$ cat config.mk
export PLATFORM = sky130hd
export DESIGN_NAME = decode_stage
export DESIGN_NICKNAME = d
export VERILOG_FILES = /design/src/rtl/decode_stage.sv
export SDC_FILE = /design/constraint.sdc
export NUM_CORES = 1
export LEC_CHECK = 0
export CAP_MARGIN = 20
export CORE_AREA = 2 2 95 97
export CTS_CLUSTER_DIAMETER = 100
export DETAILED_ROUTE_END_ITERATION = 10
export DIE_AREA = 0 0 97 99
export PLACE_DENSITY = 0.95
export SKIP_CTS_REPAIR_TIMING = 1
export SLEW_MARGIN = 15
export SYNTH_ARGS = -nofsm -noshare
export SYNTH_HDL_FRONTEND = slang
export SYNTH_SLANG_ARGS = --single-unit
$ cat constraint.sdc
create_clock -name clk -period 7.3 [get_ports clk]
set_input_delay 1.46 -clock clk [delete_from_list [all_inputs] [get_ports clk]]
set_output_delay 1.46 -clock clk [all_outputs]
set_load 0.005 [all_outputs]
$ cat src/rtl/decode_stage.sv
`default_nettype none
// ============================================================================
// Module      : decode_stage
// Description : RV32I single-register decode stage with a valid/ready
//               handshake and load-use hazard bubbling.
// Revision    : 1.0 - initial release
// ============================================================================

module decode_stage #(
  parameter int XLEN = 32
) (
  input  logic            clk,
  input  logic            reset,
  input  logic            in_valid,
  output logic            in_ready,
  input  logic [31:0]     in_instr,
  input  logic [XLEN-1:0] in_pc,
  input  logic            flush,
  output logic            out_valid,
  input  logic            out_ready,
  output logic [XLEN-1:0] out_pc,
  output logic [4:0]      out_rs1,
  output logic [4:0]      out_rs2,
  output logic [4:0]      out_rd,
  output logic [XLEN-1:0] out_imm,
  output logic            out_regwrite,
  output logic            out_memread,
  output logic            out_memwrite,
  output logic            out_branch,
  output logic            out_jump,
  output logic            out_alusrc,
  output logic            out_illegal
);

  localparam logic [6:0] c_op_lui    = 7'b0110111;
  localparam logic [6:0] c_op_auipc  = 7'b0010111;
  localparam logic [6:0] c_op_jal    = 7'b1101111;
  localparam logic [6:0] c_op_jalr   = 7'b1100111;
  localparam logic [6:0] c_op_branch = 7'b1100011;
  localparam logic [6:0] c_op_load   = 7'b0000011;
  localparam logic [6:0] c_op_store  = 7'b0100011;
  localparam logic [6:0] c_op_opimm  = 7'b0010011;
  localparam logic [6:0] c_op_op     = 7'b0110011;

  // Combinational decode of the incoming instruction
  logic [6:0]      w_opcode;
  logic [4:0]      w_rs1;
  logic [4:0]      w_rs2;
  logic [4:0]      w_rd;
  logic [XLEN-1:0] w_imm_i;
  logic [XLEN-1:0] w_imm_s;
  logic [XLEN-1:0] w_imm_b;
  logic [XLEN-1:0] w_imm_u;
  logic [XLEN-1:0] w_imm_j;
  logic [XLEN-1:0] w_imm;
  logic            w_regwrite;
  logic            w_memread;
  logic            w_memwrite;
  logic            w_branch;
  logic            w_jump;
  logic            w_alusrc;
  logic            w_illegal;
  logic            w_rs1_used;
  logic            w_rs2_used;
  logic            w_hazard;
  logic            w_in_ready;
  logic            w_accept;

  assign w_opcode = in_instr[6:0];
  assign w_rs1    = in_instr[19:15];
  assign w_rs2    = in_instr[24:20];
  assign w_rd     = in_instr[11:7];

  assign w_imm_i = {{(XLEN-11){in_instr[31]}}, in_instr[30:20]};
  assign w_imm_s = {{(XLEN-11){in_instr[31]}}, in_instr[30:25], in_instr[11:7]};
  assign w_imm_b = {{(XLEN-12){in_instr[31]}}, in_instr[7], in_instr[30:25],
                    in_instr[11:8], 1'b0};
  assign w_imm_u = {{(XLEN-31){in_instr[31]}}, in_instr[30:12], 12'b0};
  assign w_imm_j = {{(XLEN-20){in_instr[31]}}, in_instr[19:12], in_instr[20],
                    in_instr[30:21], 1'b0};

  always_comb begin
    w_imm      = '0;
    w_regwrite = 1'b0;
    w_memread  = 1'b0;
    w_memwrite = 1'b0;
    w_branch   = 1'b0;
    w_jump     = 1'b0;
    w_alusrc   = 1'b0;
    w_illegal  = 1'b0;
    case (w_opcode)
      c_op_lui, c_op_auipc: begin
        w_imm      = w_imm_u;
        w_regwrite = 1'b1;
        w_alusrc   = 1'b1;
      end
      c_op_jal: begin
        w_imm      = w_imm_j;
        w_jump     = 1'b1;
        w_regwrite = 1'b1;
      end
      c_op_jalr: begin
        w_imm      = w_imm_i;
        w_jump     = 1'b1;
        w_regwrite = 1'b1;
        w_alusrc   = 1'b1;
      end
      c_op_branch: begin
        w_imm    = w_imm_b;
        w_branch = 1'b1;
      end
      c_op_load: begin
        w_imm      = w_imm_i;
        w_memread  = 1'b1;
        w_regwrite = 1'b1;
        w_alusrc   = 1'b1;
      end
      c_op_store: begin
        w_imm      = w_imm_s;
        w_memwrite = 1'b1;
        w_alusrc   = 1'b1;
      end
      c_op_opimm: begin
        w_imm      = w_imm_i;
        w_regwrite = 1'b1;
        w_alusrc   = 1'b1;
      end
      c_op_op: begin
        w_regwrite = 1'b1;
      end
      default: begin
        w_illegal = 1'b1;
      end
    endcase
    // Writes to x0 are architecturally discarded
    if (w_rd == 5'd0) begin
      w_regwrite = 1'b0;
    end
  end

  assign w_rs1_used = !((w_opcode == c_op_lui) || (w_opcode == c_op_auipc) ||
                        (w_opcode == c_op_jal));
  assign w_rs2_used = (w_opcode == c_op_branch) || (w_opcode == c_op_store) ||
                      (w_opcode == c_op_op);

  // Registered bundle
  logic            r_valid;
  logic [XLEN-1:0] r_pc;
  logic [4:0]      r_rs1;
  logic [4:0]      r_rs2;
  logic [4:0]      r_rd;
  logic [XLEN-1:0] r_imm;
  logic            r_regwrite;
  logic            r_memread;
  logic            r_memwrite;
  logic            r_branch;
  logic            r_jump;
  logic            r_alusrc;
  logic            r_illegal;

  // Load result is not available yet when the consumer would read registers
  assign w_hazard = in_valid && r_valid && r_memread && (r_rd != 5'd0) &&
                    ((w_rs1_used && (r_rd == w_rs1)) ||
                     (w_rs2_used && (r_rd == w_rs2)));

  assign w_in_ready = !reset && !w_hazard && !flush && (!r_valid || out_ready);
  assign w_accept   = in_valid && w_in_ready;

  always_ff @(posedge clk) begin
    if (reset) begin
      r_valid    <= 1'b0;
      r_pc       <= '0;
      r_rs1      <= '0;
      r_rs2      <= '0;
      r_rd       <= '0;
      r_imm      <= '0;
      r_regwrite <= 1'b0;
      r_memread  <= 1'b0;
      r_memwrite <= 1'b0;
      r_branch   <= 1'b0;
      r_jump     <= 1'b0;
      r_alusrc   <= 1'b0;
      r_illegal  <= 1'b0;
    end else if (flush) begin
      r_valid <= 1'b0;
    end else if (w_accept) begin
      r_valid    <= 1'b1;
      r_pc       <= in_pc;
      r_rs1      <= w_rs1;
      r_rs2      <= w_rs2;
      r_rd       <= w_rd;
      r_imm      <= w_imm;
      r_regwrite <= w_regwrite;
      r_memread  <= w_memread;
      r_memwrite <= w_memwrite;
      r_branch   <= w_branch;
      r_jump     <= w_jump;
      r_alusrc   <= w_alusrc;
      r_illegal  <= w_illegal;
    end else if (r_valid && out_ready) begin
      // Drained with nothing to replace it; this is also the hazard bubble
      r_valid <= 1'b0;
    end
  end

  assign in_ready     = w_in_ready;
  assign out_valid    = r_valid;
  assign out_pc       = r_pc;
  assign out_rs1      = r_rs1;
  assign out_rs2      = r_rs2;
  assign out_rd       = r_rd;
  assign out_imm      = r_imm;
  assign out_regwrite = r_regwrite;
  assign out_memread  = r_memread;
  assign out_memwrite = r_memwrite;
  assign out_branch   = r_branch;
  assign out_jump     = r_jump;
  assign out_alusrc   = r_alusrc;
  assign out_illegal  = r_illegal;

endmodule

`default_nettype wire

Word-level counts from Yosys, hierarchy flattened
Index checks and enable logic that the tools add are counted. W data, S select, Z words.

Register bits: 87. Input port bits: 69.

Eq/ne operators: 11. Mux-type cells: 11. Bitwise operators: 1. Reduce and logical (&&, ||, !) cells: 33.

Operators with widths (count): $pmux W32 S5 (1); $eq A7 B6 Y1 const B (3); $eq A7 B7 Y1 const B (3); $eq A7 B5 Y1 const B (2); $logic_and A1 B1 Y1 (11); $eq A5 B5 Y1 (2); $mux W1 (10); $reduce_or A9 Y1 (1); $eq A7 B2 Y1 const B (1); $reduce_or A7 Y1 (1); $logic_or A1 B1 Y1 (6); $reduce_or A2 Y1 (3); $reduce_or A6 Y1 (1); $logic_not A1 Y1 (5); $logic_not A5 Y1 (1); $reduce_bool A5 Y1 (1); $reduce_or A3 Y1 (1); $reduce_and A2 Y1 (1); $reduce_bool A2 Y1 (1); $not A1 Y1 (1).

Depth between registers and ports, before layout
Gate-level depths: netlist of the first run.

Depth in word-level cells: 13. Gate-level depth with buffers: 8. Depth with buffers taken out: 5.

Worst setup path after synthesis of the first run
No wires, ideal clock.

Kind: input -> output. Start point: input port in_instr[6]. End point: output port in_ready. Data arrival time: 2.951 ns. Data required time: 5.840 ns. Setup slack: 2.889 ns. Stages on the path: 5. Path buffers: 2. Cells stage by stage: clkbuf_1 -> a2111oi_0 -> nand4b_2 -> clkbuf_1 -> and3_1.

Word-level cells in the longest chain between the ends: 11. Elaborated cells between the ends (all ways): 19.

Ends and longest elaborated chain: start: declaration (line 16) `input logic [31:0] in_instr,`; $eq A7 B6 Y1 / $eq A7 B5 Y1 (equally long branches) (line 141) `assign w_rs1_used = !((w_opcode == c_op_lui) || (w_opcode == c_op_auipc) ||`; $logic_or A1 B1 Y1 (2 in series) (line 141); $logic_not A1 Y1 (line 141); $logic_and A1 B1 Y1 (line 163) `((w_rs1_used && (r_rd == w_rs1)) ||`; $logic_or A1 B1 Y1 (*) (line 163); $logic_and A1 B1 Y1 (*) (line 162) `assign w_hazard = in_valid && r_valid && r_memread && (r_rd != 5'd0) &&`; $logic_not A1 Y1 (*) (line 166) `assign w_in_ready = !reset && !w_hazard && !flush && (!r_valid || out_ready);`; $logic_and A1 B1 Y1 (*) (3 in series) (line 166); end: declaration (line 15) `output logic in_ready,`.

Every way passes the cells marked *; elsewhere a longest branch is shown, timed or not.

Worst setup path in the final report of the first run
Ends and elaborated chain as after synthesis.

==> results of run 1 <==
worst min-delay path by stage:
stage / from / to / slack, ns
after global placement: out_imm[9] / out_imm[9] / 0.45
final: out_imm[6] / out_imm[6] / 0.47
after CTS: out_imm[6] / out_imm[6] / 0.47
after detailed placement: out_imm[6] / out_imm[6] / 0.46
after floorplan: out_imm[10] / out_imm[10] / 0.45
after global routing: out_imm[6] / out_imm[6] / 0.49
through the flow:
| step | cells | hold WS, ns | power, uW |
|---|---|---|---|
| after floorplan | 394 | 0.454 | 581 |
| after global placement | 630 | 0.446 | 675 |
| after detailed placement | 630 | 0.457 | 680 |
| after CTS | 646 | 0.473 | 1060 |
| after global routing | 646 | 0.489 | 1100 |
| final | 646 | 0.469 | 1050 |
synth_stat cells, drive strengths merged, types with 2 or more instances:
library cell | count | area share (%)
dfxtp | 87 | 44
mux2 | 49 | 14
nor2b | 49 | 7.8
a211oi | 29 | 5.6
a31oi | 27 | 4.3
nand2 | 23 | 2.2
a21oi | 22 | 2.8
clkbuf | 19 | 1.8
buf | 14 | 2.2
mux2i | 10 | 2.6
nor3 | 6 | 1.1
a22oi | 5 | 0.96
nor2 | 5 | 0.54
xnor2 | 5 | 1.1
xor2 | 5 | 1.1
nand3 | 4 | 0.64
nor4 | 4 | 0.64
inv | 3 | 0.29
nand4b | 3 | 0.83
o21ai | 3 | 0.38
or4 | 3 | 0.57
a211o | 2 | 0.45
a31o | 2 | 0.45
or3 | 2 | 0.32
state kept, by name (all words and copies together), names as in the netlist:
signal / cells
out_imm: 32
out_pc: 32
out_rd: 5
out_rs1: 5
out_rs2: 5
out_alusrc: 1
out_branch: 1
out_illegal: 1
out_jump: 1
out_memread: 1
out_memwrite: 1
out_regwrite: 1
out_valid: 1
final cells by class:
type / instances / area (um^2)
fillers: 654 / 2830
multi-input cells: 271 / 2010
flip-flops and latches: 87 / 1740
repair buffers: 161 / 1590
clock buffers: 10 / 138
well taps: 108 / 135
clock inverters: 6 / 91.3
inverters: 3 / 11.3
per-layer routing:
metal	routed length, um	vias to the layer above	GRT usage (%)
li1	-	1708	-
met1	4560	1728	27.5
met2	5370	161	37.7
met3	1030	23	8.72
met4	202	0	6.93
met5	0	-	0
worst register-to-register path: cells and delay by family (launching register included):
| kind | cells | cell delay (ns) |
|---|---|---|
| buffers and inverters | 1 | 0.54 |
| muxes | 1 | 0.41 |
| DFF | 1 | 0.36 |
| and+or+nand+nor | 4 | 1.99 |
power groups by stage:
stage	clock network [uW]	registers, uW	logic (uW)
after floorplan	0	520	60.6
after global placement	0	519	156
after detailed placement	0	521	160
after CTS	391	510	161
after global routing	411	513	172
final	384	510	160
logic make-up (layout without fill, tap and decap cells):
kind of cell	after synthesis	count (layout)	share of synthesized area, %
muxes	59	59	16.6
buffers and inverters	36	180	4.34
DFF	87	87	44.5
and+or+nand+nor	107	107	16.2
xor gates and xnor gates	10	10	2.24
AOI/OAI and AO/OA	95	95	16.1
==> impl_metrics.json, run 1 <==
{
  "status": "completed",
  "pwr-share-clk_pct": 36.4,
  "setup_viol": 0,
  "cts_root_buf": "clkbuf_8",
  "place_ws_ns": 1.44,
  "synth_cell_type_count": 42,
  "path_class": "in -> out",
  "p_per_area_mw_per_mm2": 184,
  "areaGrowthSynthToFinish_pct": 46.1,
  "worstSkewPairLatency_ns": 0.36,
  "min_period_over_period_pct": 81.2,
  "fmax_mhz": 169,
  "fin_setup_tns_ns": 0,
  "worst-path-stages": 7,
  "ys_warn_count": 0,
  "die_w_um": 97,
  "final_hold_viol_count": 0,
  "synth.avg_cell_area_um2": 9.94,
  "path_buf_inv": 3,
  "crit_chain": "clkdlybuf4s50_1 > or3b_2 > a21oi_1 > or4_1 > buf_4 > and3_1 > clkdlybuf4s50_1",
  "peakVddDrop_mv": 0.118,
  "start_util_pct": 45.8,
  "cts_buffers": 9,
  "p_int_uw": 799,
  "htreeDepth": 3,
  "postLayoutCoreUtil_pct": 66.9,
  "holdPathStages": 2,
  "rsz0062_at_grt": "false",
  "drtAntennaViolNets": 0,
  "final_common_cell": "clkdlybuf4s50_1",
  "die_y_um": 99,
  "worstHoldPathType": "reg -> reg",
  "fp-row-count": 34,
  "required_ns": 5.84,
  "dr_total_vias": 3620,
  "clk_pin_slew_worst_paths_ns": 0.09,
  "reg2reg_from": "out_valid",
  "synth_enable_flop_cells": 0,
  "endpoint": "in_ready",
  "rr_worst_depth": 6,
  "hpwl_um": 8140,
  "cp.arrival_ns": 4.47,
  "grt_pass1_wl_um": 17800,
  "num-nets-final": 602,
  "num_io_pins": 157,
  "antenna_found_initial": 0,
  "core_region_area_mm2": 0.00855,
  "p_comb_share_pct": 15.2,
  "crit_fanout": 28,
  "layout_common_cells": "clkdlybuf4s50_1, dfxtp_1, nor2b_1, mux2_1, a211oi_1",
  "syn-cell-area_mm2": 0.00392,
  "ys_ff_latch": 87,
  "p_switching_uw": 255,
  "final_cell_area_mm2": 0.00572,
  "switching_share_pct": 24.2,
  "firstDrtPassIters": 5,
  "cts_sinks": 87,
  "syn-num-nets": 463,
  "viasPerCell": 5.60,
  "fin_ws_ns": 1.37,
  "crit_path_start_kind": "primary input",
  "grt_pass1_vias": 3623,
  "worstMarginPinSlew_ns": 1.04,
  "gp_congestion": 0.838,
  "worst_path_max_delay_cell": "a21oi_1",
  "finClkSkew_ns": 0.0139,
  "synth_seq_area_share_pct": 44.5,
  "startpoint": "in_instr[6]",
  "drc": 0,
  "reg2reg_to": "out_pc[15]",
  "finalCriticalPeriod_ns": 5.93,
  "leakage_uw": 0.00215,
  "crit_path_end_kind": "primary output",
  "relSlewSlack_pct": 30.0,
  "cts_buffer_depth": 2,
  "synth_flop_cell": "dfxtp_1",
  "place_area_mm2": 0.00549,
  "wl_um": 11200,
  "portBuffers": 156,
  "max_stage_delay_ns": 0.66,
  "drt-initial-drc-count": 214,
  "p_seq_share_pct": 48.4,
  "grt-ovfl-total": 0,
  "cp_top_family": "buffers and inverters",
  "wl_per_cell_um": 17.3,
  "maxSlewViolCount": 0,
  "drive_above_1_share_pct": 6.13,
  "async_flop_share_pct": 0,
  "grt.total_usage_pct": 22.7,
  "cts_tree": "built",
  "grt_max_degree": 53,
  "synthCells": 394,
  "r2r_slack_ns": 3.90,
  "worst_path_most_repeated_cell": "clkdlybuf4s50_1",
  "maxCapViolCount": 0,
  "antenna_cells": 0,
  "die-area_mm2": 0.00960
}
(Power assumes the default switching activity.)
==> run 2, diff against run 1 <==
--- a/config.mk
+++ b/config.mk
@@ -6,11 +6,11 @@
 export NUM_CORES = 1
 export LEC_CHECK = 0
 export CAP_MARGIN = 20
-export CORE_AREA = 2 2 95 97
+export CORE_AREA = 2 2 99 101
 export CTS_CLUSTER_DIAMETER = 100
 export DETAILED_ROUTE_END_ITERATION = 10
-export DIE_AREA = 0 0 97 99
-export PLACE_DENSITY = 0.95
+export DIE_AREA = 0 0 101 103
+export PLACE_DENSITY = 0.89
 export SKIP_CTS_REPAIR_TIMING = 1
 export SLEW_MARGIN = 15
 export SYNTH_ARGS = -nofsm -noshare
==> constraint.sdc (replaced) <==
create_clock -name clk -period 6.03 [get_ports clk]
set_input_delay 1.206 -clock clk [delete_from_list [all_inputs] [get_ports clk]]
set_output_delay 1.206 -clock clk [all_outputs]
set_load 0.005 [all_outputs]
==> run 2 against run 1 <==
First-iteration DRC count rose by 22%. Worst setup slack worse by 0.41 ns. Utilization fell by 6.5 points. Register-to-register slack lost 0.83 ns. Clock skew is 0.0050 ns lower. Via count shrank 0.50%. Clock-buffer cell count is 2 higher.
==> impl_metrics.json, run 2 (synthesis results as in run 1) <==
{
  "status": "completed",
  "cts_buffer_depth": 2,
  "fmax_mhz": 197,
  "cp_top_family": "buffers and inverters",
  "core_region_area_mm2": 0.00946,
  "hpwl_um": 8390,
  "crit_path_end_kind": "primary output",
  "n_fill_cell": 799,
  "viasPerCell": 5.50,
  "die-area_mm2": 0.0104,
  "cts_tree": "built",
  "firstDrtPassIters": 6,
  "finalCriticalPeriod_ns": 5.06,
  "crit_path_start_kind": "primary input",
  "setup_viol": 0,
  "rsz0062_at_grt": "false",
  "min_period_over_period_pct": 84.0,
  "grt_pass1_wl_um": 17700,
  "grt_max_degree": 82,
  "htreeDepth": 3,
  "clk_pin_slew_worst_paths_ns": 0.08,
  "grt_pass1_vias": 3532,
  "maxSlewViolCount": 0,
  "worstMarginPinSlew_ns": 0.992,
  "relSlewSlack_pct": 33.6,
  "drc": 0,
  "final_common_cell": "clkdlybuf4s50_1",
  "dr_total_vias": 3602,
  "path_buf_inv": 4,
  "fp-row-count": 36,
  "cts_buffers": 9,
  "dp.cells": 639,
  "layout_common_cells": "clkdlybuf4s50_1, dfxtp_1, nor2b_1, mux2_1, a211oi_1",
  "worstSkewPairLatency_ns": 0.34,
  "reg2reg_from": "out_rd[1]",
  "cts_root_buf": "clkbuf_8",
  "grt.total_usage_pct": 21.7,
  "max_stage_delay_ns": 0.62,
  "cts_sinks": 87,
  "drtAntennaViolNets": 0,
  "required_ns": 4.82,
  "wl_per_cell_um": 17.3,
  "finalPower_uw": 1190,
  "start_util_pct": 41.4,
  "grt-ovfl-total": 0,
  "final_hold_viol_count": 0,
  "die_w_um": 101,
  "areaGrowthSynthToFinish_pct": 45.9,
  "worstHoldPathType": "reg -> reg",
  "die_y_um": 103,
  "gp_congestion": 0.889,
  "peakVddDrop_mv": 0.108,
  "cp.arrival_ns": 3.86,
  "antenna_found_initial": 0,
  "wl_um": 11300,
  "fin_setup_tns_ns": 0,
  "num_io_pins": 157,
  "portBuffers": 156,
  "p_per_area_mw_per_mm2": 208,
  "holdWs_ns": 0.470,
  "worst_path_max_delay_cell": "clkdlybuf4s50_1",
  "num-nets-final": 606,
  "antenna_cells": 0,
  "crit_chain": "clkdlybuf4s50_1 > or3b_2 > a21oi_1 > buf_4 > or4_1 > buf_4 > and3_1 > clkdlybuf4s50_1",
  "instances_no_fill": 655,
  "path_class": "in -> out",
  "startpoint": "in_instr[6]",
  "leakage_uw": 0.00215,
  "maxCapViolCount": 0,
  "drt-initial-drc-count": 261,
  "holdCritStartpoint": "out_illegal",
  "drive_above_1_share_pct": 6.65,
  "crit_fanout": 28,
  "finClkSkew_ns": 0.00885
}
==> run 2: cell count changes in the layout (fill, tap and decap cells not counted), moves of 2 or more <==
cell / change
buf_4: +3
bufinv_16: -2
clkbuf_8: +2
inv_6: -2
==> run 2: worst paths after layout <==
path                 endpoint  slack (ns)  cells past startpoint
hold reg to reg   out_illegal        0.47                      2
hold / removal    out_illegal        0.47                      2
setup reg to reg   out_rs1[4]        3.07                      7
setup / recovery     in_ready        0.97                      8
==> run 2: worst register-to-register path, delay by kind of cell (launching register included) <==
family	cells	cell delay (ns)
and+or+nand+nor	2	0.51
DFF	1	0.37
xor gates and xnor gates	1	0.19
buffers and inverters	2	0.71
AOI/OAI and AO/OA	1	0.68
muxes	1	0.39
==> run 2: cell type report <==
cell class                 instances  area (um^2)  share of cell area (%)
multi-input combinational        271         2010                    35.2
sequential                        87         1740                    30.5
timing repair buffer             165         1620                    28.4
clock buffer                      12          165                    2.89
tap                              114          143                    2.50
clock inverter                     3         17.5                   0.307
inverter                           3         11.3                   0.197
==> run 2: per-layer routing <==
metal / routed length, um / GRT usage (%)
met5: 0 / 0
met3: 1090 / 7.19
met4: 215 / 8.00
met2: 5480 / 36.3
met1: 4530 / 26.1
==> run 2: power by group <==
group	leakage (uW)	switching (uW)	internal, uW
Clock	0.0000942	196	180
Sequential	0.000711	15.8	601
Combinational	0.00134	76.3	119
==> run 2: per-stage QoR <==
stage	util (%)	worst slack [ns]	area, um^2
2_1_floorplan	-	2.13	3920
3_3_place_gp	58.4	1.13	5520
3_5_place_dp	58.4	1.01	5520
4_1_cts	60.3	1.01	5710
5_1_grt	60.4	0.842	5710
6_report	60.4	0.966	5710
==> run 3, diff against run 2 <==
==> constraint.sdc (replaced) <==
create_clock -name clk -period 5.13 [get_ports clk]
set_input_delay 1.026 -clock clk [delete_from_list [all_inputs] [get_ports clk]]
set_output_delay 1.026 -clock clk [all_outputs]
set_load 0.005 [all_outputs]
==> run 3 against run 2 <==
Register-to-register slack worse by 0.76 ns. Critical path depth is 1 lower. Sequential cell count stayed put. Final cell count is 0.15% higher. Non-clock buffer count stayed put. Largest cell class unchanged. Largest power group unchanged.
==> impl_metrics.json, run 3 (synthesis results as in run 1) <==
{
  "cts_root_buf": "clkbuf_8",
  "finalCriticalPeriod_ns": 4.37,
  "final_common_cell": "clkdlybuf4s50_1",
  "grt.total_usage_pct": 21.9,
  "grt_pass1_wl_um": 17800,
  "gp_congestion": 0.879,
  "status": "completed",
  "viasPerCell": 5.56,
  "worstHoldPathType": "reg -> reg",
  "num-nets-final": 606,
  "instances_no_fill": 656,
  "cts_sinks": 87,
  "n_fill_cell": 797,
  "drt-initial-drc-count": 290,
  "htreeDepth": 3,
  "drc": 0,
  "maxCapViolCount": 0,
  "wl_um": 11600,
  "fmax_mhz": 229,
  "wl_per_cell_um": 17.6,
  "relSlewSlack_pct": 35.2,
  "worstSkewPairLatency_ns": 0.36,
  "p_per_area_mw_per_mm2": 269,
  "areaGrowthSynthToFinish_pct": 47.7,
  "die_w_um": 101,
  "crit_fanout": 12,
  "num_io_pins": 157,
  "leakage_uw": 0.00218,
  "setup_viol": 0,
  "core_region_area_mm2": 0.00946,
  "cts_tree": "built",
  "multiInputGateArea_mm2": 0.00201,
  "cp.arrival_ns": 3.35,
  "peakVddDrop_mv": 0.183,
  "fin_setup_tns_ns": 0,
  "layout_common_cells": "clkdlybuf4s50_1, dfxtp_1, nor2b_1, mux2_1, a211oi_1",
  "grt_max_degree": 82,
  "rsz0062_at_grt": "false",
  "antenna_cells": 0,
  "grt_pass1_vias": 3548,
  "antenna_found_initial": 0,
  "drtAntennaViolNets": 0,
  "fin_ws_ns": 0.757,
  "die_y_um": 103,
  "portBuffers": 156,
  "place_ws_ns": 0.791,
  "dr_total_vias": 3648,
  "firstDrtPassIters": 5,
  "crit_path_start_kind": "primary input",
  "path_class": "in -> out",
  "finClkSkew_ns": 0.00745,
  "hpwl_um": 8370,
  "postLayoutCoreUtil_pct": 61.2,
  "min_period_over_period_pct": 85.2,
  "seqCellArea_mm2": 0.00174,
  "cts_buffer_depth": 2,
  "maxSlewViolCount": 0,
  "final_hold_viol_count": 0,
  "drive_above_1_share_pct": 6.83,
  "required_ns": 4.10,
  "cts_buffers": 9,
  "worstMarginPinSlew_ns": 0.969,
  "grt-ovfl-total": 0,
  "fp-row-count": 36,
  "clk_pin_slew_worst_paths_ns": 0.09,
  "dp.cells": 639,
  "crit_path_end_kind": "primary output",
  "die-area_mm2": 0.0104,
  "start_util_pct": 41.4
}
[run 3: cell count changes in the layout (fill, tap and decap cells not counted)]
cell,before,now
clkinvlp_4,1,0
bufinv_16,0,3
clkbuf_8,12,11
clkinv_4,0,1
clkinv_2,2,1
[run 3: power by group]
part           internal [uW]  total, uW  leakage [uW]  switching [uW]
registers                706        725      0.000711            18.7
clock network            350        599      0.000130             249
logic                    140        230       0.00134            90.4
total                   1200       1560       0.00218             358
[run 3: final timing paths]
path / from / end / slack, ns / cells after the start
worst max-delay path: in_instr[6] / in_ready / 0.76 / 7
worst min-delay path: out_imm[10] / out_imm[10] / 0.47 / 2
worst max register to register: out_rd[1] / out_rd[0] / 2.31 / 7
worst min register to register: out_imm[10] / out_imm[10] / 0.47 / 2
[run 3: layout make-up]
cell class,count,share of cell area [%]
repair buffers,165,28.1
clock inverters,5,1.79
multi-input cells,271,34.8
inverters,3,0.195
flip-flops and latches,87,30.1
well taps,114,2.46
clock buffers,11,2.62
[run 3: metal layers]
metal  wire length [um]  vias up  track usage (%)
met5                  0        -                0
met4                254        0             8.32
met3               1110       23             7.46
met2               5360      198             34.5
met1               4840     1711             27.9
li1                   -     1716                -
[run 3: per-stage QoR]
stage          hold WS, ns  area, um^2  total power, uW
6_report             0.467        5790             1560
5_1_grt              0.481        5790             1610
4_1_cts              0.474        5780             1560
3_5_place_dp         0.458        5520              970
3_3_place_gp         0.446        5520              962
2_1_floorplan        0.454        3920              827
[run 3: critical path: stages]
cell and delay [ns]:
clkdlybuf4s50_1 0.71, or3b_2 0.19, a21oi_1 0.05, buf_4 0.17
or4_1 0.53, and3_1 0.22, clkdlybuf4s50_1 0.44
